$ cat src/rtl/jt51_opmix_if.sv
// Operator-to-mixer bus: per-slot operator data in, saturated stereo sample out.
// No backpressure: the mixer consumes one slot per clock, unconditionally.
interface jt51_opmix_if;
   logic               sync;
   logic signed [13:0] op_out;
   logic [1:0]         rl;
   logic signed [15:0] left;
   logic signed [15:0] right;
   logic               sample;
   logic               sync_err;

   modport master (
      output sync, op_out, rl,
      input  left, right, sample, sync_err
   );

   modport slave (
      input  sync, op_out, rl,
      output left, right, sample, sync_err
   );
endinterface

$ cat src/rtl/jt51_opmix.sv
// Sums 32 operator slots per frame onto L/R buses and emits a saturated stereo sample.
// Latency: slot 31 on cycle t gives left/right/sample on t+1; no backpressure, one slot per clock.
module jt51_opmix (
   input logic         clk,
   input logic         rst_n,
   jt51_opmix_if.slave bus
);

   typedef enum logic {ST_UNLOCKED, ST_LOCKED} state_t;

   state_t             r_state, w_state_nxt;
   logic [4:0]         r_cnt, w_cnt_nxt;
   logic signed [18:0] r_acc_l, r_acc_r, w_acc_l_nxt, w_acc_r_nxt;
   logic signed [15:0] r_left, r_right, w_left_nxt, w_right_nxt;
   logic               r_sample, w_sample_nxt;
   logic               r_sync_err, w_sync_err_nxt;

   logic signed [18:0] w_op_sx, w_term_l, w_term_r, w_sum_l, w_sum_r;
   logic               w_locked, w_slot0, w_misalign, w_last;

   function automatic logic signed [15:0] sat16(input logic signed [18:0] v);
      if (v > 19'sd32767)
         return 16'sh7fff;
      else if (v < -19'sd32768)
         return 16'sh8000;
      else
         return v[15:0];
   endfunction

   assign w_op_sx  = {{5{bus.op_out[13]}}, bus.op_out};
   assign w_term_l = bus.rl[1] ? w_op_sx : 19'sd0;
   assign w_term_r = bus.rl[0] ? w_op_sx : 19'sd0;
   assign w_sum_l  = r_acc_l + w_term_l;
   assign w_sum_r  = r_acc_r + w_term_r;

   assign w_locked   = (r_state == ST_LOCKED);
   assign w_misalign = w_locked && bus.sync && (r_cnt != 5'd0);
   assign w_slot0    = bus.sync || (r_cnt == 5'd0);
   // A resync landing on slot 31 discards that frame rather than closing it.
   assign w_last     = w_locked && (r_cnt == 5'd31) && !bus.sync;

   always_comb begin
      w_state_nxt    = r_state;
      w_cnt_nxt      = r_cnt;
      w_acc_l_nxt    = r_acc_l;
      w_acc_r_nxt    = r_acc_r;
      w_left_nxt     = r_left;
      w_right_nxt    = r_right;
      w_sample_nxt   = 1'b0;
      w_sync_err_nxt = r_sync_err || w_misalign;

      if (w_locked || bus.sync) begin
         w_state_nxt = ST_LOCKED;
         w_cnt_nxt   = w_slot0 ? 5'd1 : r_cnt + 5'd1;
         w_acc_l_nxt = w_slot0 ? w_term_l : w_sum_l;
         w_acc_r_nxt = w_slot0 ? w_term_r : w_sum_r;
      end

      if (w_last) begin
         w_left_nxt   = sat16(w_sum_l);
         w_right_nxt  = sat16(w_sum_r);
         w_sample_nxt = 1'b1;
      end
   end

   always_ff @(posedge clk) begin
      if (!rst_n) begin
         r_state    <= ST_UNLOCKED;
         r_cnt      <= 5'd0;
         r_acc_l    <= 19'sd0;
         r_acc_r    <= 19'sd0;
         r_left     <= 16'sd0;
         r_right    <= 16'sd0;
         r_sample   <= 1'b0;
         r_sync_err <= 1'b0;
      end else begin
         r_state    <= w_state_nxt;
         r_cnt      <= w_cnt_nxt;
         r_acc_l    <= w_acc_l_nxt;
         r_acc_r    <= w_acc_r_nxt;
         r_left     <= w_left_nxt;
         r_right    <= w_right_nxt;
         r_sample   <= w_sample_nxt;
         r_sync_err <= w_sync_err_nxt;
      end
   end

   assign bus.left     = r_left;
   assign bus.right    = r_right;
   assign bus.sample   = r_sample;
   assign bus.sync_err = r_sync_err;

endmodule

$ cat src/flat_wrapper.sv
// flat-port wrapper written by rule: the top's interface ports become plain ports
module jt51_opmix_flat 
  (clk, rst_n, bus_sync, bus_op_out, bus_rl, bus_left, bus_right, bus_sample, bus_sync_err);
  jt51_opmix_if bus_i ();
  input logic clk;
  input logic rst_n;
  input wire logic [$bits(bus_i.sync)-1:0] bus_sync;
  input wire logic [$bits(bus_i.op_out)-1:0] bus_op_out;
  input wire logic [$bits(bus_i.rl)-1:0] bus_rl;
  output wire logic [$bits(bus_i.left)-1:0] bus_left;
  output wire logic [$bits(bus_i.right)-1:0] bus_right;
  output wire logic [$bits(bus_i.sample)-1:0] bus_sample;
  output wire logic [$bits(bus_i.sync_err)-1:0] bus_sync_err;
  assign bus_i.sync = bus_sync;
  assign bus_i.op_out = bus_op_out;
  assign bus_i.rl = bus_rl;
  assign bus_left = bus_i.left;
  assign bus_right = bus_i.right;
  assign bus_sample = bus_i.sample;
  assign bus_sync_err = bus_i.sync_err;
  jt51_opmix u_core (.clk(clk), .rst_n(rst_n), .bus(bus_i));
endmodule
$ cat config.mk
export PLATFORM = sky130hd
export DESIGN_NAME = jt51_opmix_flat
export DESIGN_NICKNAME = d
export VERILOG_FILES = /design/src/rtl/jt51_opmix_if.sv /design/src/rtl/jt51_opmix.sv /design/src/flat_wrapper.sv
export SDC_FILE = /design/constraint.sdc
export NUM_CORES = 1
export LEC_CHECK = 0
export CORE_UTILIZATION = 60
export CTS_CLUSTER_SIZE = 8
export DETAILED_ROUTE_END_ITERATION = 12
export GPL_ROUTABILITY_DRIVEN = 0
export PLACE_DENSITY = 0.82
export SLEW_MARGIN = 25
export SYNTH_ARGS = -nofsm -noshare
export SYNTH_HDL_FRONTEND = slang
export SYNTH_SLANG_ARGS = --single-unit
$ cat constraint.sdc
create_clock -name clk -period 5.4 [get_ports clk]
set_clock_uncertainty 0.05 [all_clocks]
set_input_delay 0.81 -clock clk [delete_from_list [all_inputs] [get_ports clk]]
set_output_delay 0.81 -clock clk [all_outputs]
set_load 0.005 [all_outputs]
==> results.toml <==
[synthesis]
synth_cell_types = 66
ys_ff_latch = 78
yosys.area.top_type = "dfxtp_1"
async_flop_share_pct = 0
syn_nets = 718
synth_edf_count = 0
ys_seq_area_share_pct = 30.0
synth.yosys.warnings = 0
netlist_area_um2 = 5210
synth_top_cell_area_share_pct = 30.0
synthTopCellsByCount = "nand2_1, dfxtp_1, a21oi_1, o21ai_0, nor2_1"
avgSynthCellArea_um2 = 7.92
synth_area_leaders = "dfxtp_1, ha_1, a21oi_1"
ys.flop_type = "dfxtp_1"
synthCells = 658
yosysMostFrequentCell = "nand2_1"

[clock_tree]
post_cts_buffers = 0
cts_sinks = 78
root_buffer = "clkbuf_8"
clk_pin_slew_ns = 0.09
htree_levels = 3
cts_hold_buffers = 0
cts_inserted_buffers = 9
cts_tree = "yes"
cts_max_path_buffers = 2
worstSkewPairLatency_ns = 0.36
postCtsResizedCells = 0

[final_layout]
post-route-util_pct = 71.9
final_cell_area_um2 = 5970
final_layout_size_suffix_gt1_share_pct = 5.91
syn2layout_area_growth_pct = 14.5
num_antenna_cells = 0
final_cells = 799
fin_nets = 749

[drt]
firstDrtPassIters = 6
drtAntennaViolNets = 0
via_per_inst = 6.24
routed_wl_um = 13200
detail_route.wl_per_cell_um = 16.5
first_iter_violations = 274
route.detailed.drc = 0
vias = 4989

[floorplanning]
core_um2 = 8300
dieArea_um2 = 9060
start_util_pct = 62.8
ioPinCount = 53
num_rows = 33
die_w_um = 95.2
die_y_um = 95.2

[timing]
hold_violations = 0
setup_slack_ns = 0.807
whs_ns = 0.428
setup_violations = 0
rsz0062_at_grt = "no"
setup_tns_ns = 0
slew_violations = 0
fmax_mhz = 218
fin_crit_sh_pct = 85.1
max_slew.worst_pin.slew_ns = 0.972
relSlewSlack_pct = 34.9
min_period_ns = 4.59

[worst_hold_path]
hold_class = "flip-flop to flip-flop"
min_path_cells = 1
hp-start = "u_core.bus.sync_err"
min_to = "u_core.bus.sync_err"

[placed_design]
port_buffers = 52
hpwl_um = 9400
placed_cells = 783
place_ws_ns = 0.477
placed_area_um2 = 5750

[global_route]
track_usage_pct = 30.8
first_global_vias = 4810
grt_pass1_wl_um = 22000
grt_max_degree = 78
antenna_found_initial = 0
overflow = 0

[critical_path]
rrSetupSlack_ns = 1.62
r2r_end = "u_core.bus.right[14]"
crit_type = "primary input to flip-flop"
r2r-start = "u_core.r_acc_r[0]"
crit_family = "simple AND/OR/NAND/NOR gates"
crit_fanout = 13
crit_chain = "clkdlybuf4s50_1 -> buf_4 -> and2_1 -> fa_1 -> a211oi_1 -> nor3_1 -> nor4_1 -> nor2_1 -> a211oi_1 -> xnor2_1 -> a31oi_1 -> nor2_1 -> a21oi_1"
worst_path_largest_cell_delay_ns = 0.76
worstSetupEndpointType = "flip-flop"
rr_worst_depth = 11
critical_path_arrival_ns = 4.76
critPathRequiredTime_ns = 5.57
cp_slowest_cell = "nor2_1"
critPathBufInv = 2
startpoint_type = "primary input"

[power_and_ir_drop]
ir_drop_mv = 0.183
p_total_mw = 1.43
leakagePower_nw = 2.58
power_density_nw_per_um2 = 239

[status]
status = "finished clean"

[flow_run]
timing.max_cap.violations = 0
[power by group]
part / internal, mW / total (mW) / leakage (nW) / switching, mW
combinational: 0.146 / 0.363 / 1.84 / 0.217
clock: 0.225 / 0.452 / 0.102 / 0.227
sequential: 0.598 / 0.613 / 0.636 / 0.0149
[how the worst max path moves through the flow]
stage	startpoint	end	slack [ns]	cells past startpoint
2_1_floorplan	bus_rl[1]	u_core.bus.left[10]	1.65	13
3_3_place_gp	bus_rl[0]	u_core.bus.right[14]	0.67	13
3_5_place_dp	bus_rl[0]	u_core.bus.right[14]	0.48	13
4_1_cts	bus_rl[0]	u_core.bus.right[14]	0.84	13
5_1_grt	bus_rl[0]	u_core.bus.right[6]	0.47	13
6_report	bus_rl[0]	u_core.bus.right[14]	0.81	13
[flip-flops by register name, summed over array words and instances (netlist names)]
register and cells:
u_core.bus.left 16, u_core.bus.right 16, u_core.bus.sample 1, u_core.bus.sync_err 1, u_core.r_acc_l 19, u_core.r_acc_r 19
u_core.r_cnt 5, u_core.r_state 1
[layout by cell type, fill, tap and decap left out, types with 4 or more instances in the layout]
cell type,Yosys,final
nand2_1,83,83
dfxtp_1,78,78
a21oi_1,73,73
o21ai_0,54,54
clkdlybuf4s50_1,0,51
nor2_1,40,40
ha_1,39,39
and2_1,30,30
xnor2_1,25,25
nand3_1,24,24
nor2b_1,19,19
o211a_1,13,13
inv_1,11,11
a21o_1,11,11
a222oi_1,10,10
clkbuf_8,0,10
xor2_1,9,9
nor3_1,7,7
and3_1,6,6
a211oi_1,6,6
nand2b_1,6,6
o21bai_1,6,6
buf_4,0,6
o21a_1,4,4
a31oi_1,4,4
o211ai_1,4,4
[cell families after synthesis]
logic type / Yosys count / synth area share, %
AND/OR/NAND/NOR: 235 / 22.0
flip-flops: 78 / 30.0
XOR/XNOR: 34 / 5.71
AO/OA/AOI/OAI: 219 / 28.0
multiplexers: 2 / 0.384
buffers and inverters: 49 / 3.79
adder cells (fa/ha/maj): 41 / 10.1
[layer usage]
metal | up-vias | wire length, µm | GRT usage (%) | part of all wire [%]
met5 | - | 0 | 0 | 0
met4 | 0 | 332 | 14.3 | 2.5
met3 | 28 | 788 | 4.23 | 6.0
met2 | 183 | 6380 | 52.6 | 48
met1 | 2341 | 5700 | 38.3 | 43
li1 | 2437 | - | - | -
[final cells by class]
| class | count | area, µm² |
|---|---|---|
| Timing Repair Buffer | 58 | 561 |
| Clock buffer | 10 | 138 |
| Tap cell | 105 | 131 |
| Sequential cell | 78 | 1560 |
| Clock inverter | 6 | 61.3 |
| Fill cell | 664 | 2330 |
| Multi-Input combinational cell | 531 | 3470 |
| Inverter | 11 | 41.3 |
No activity file was read; power rests on OpenSTA's default activity.
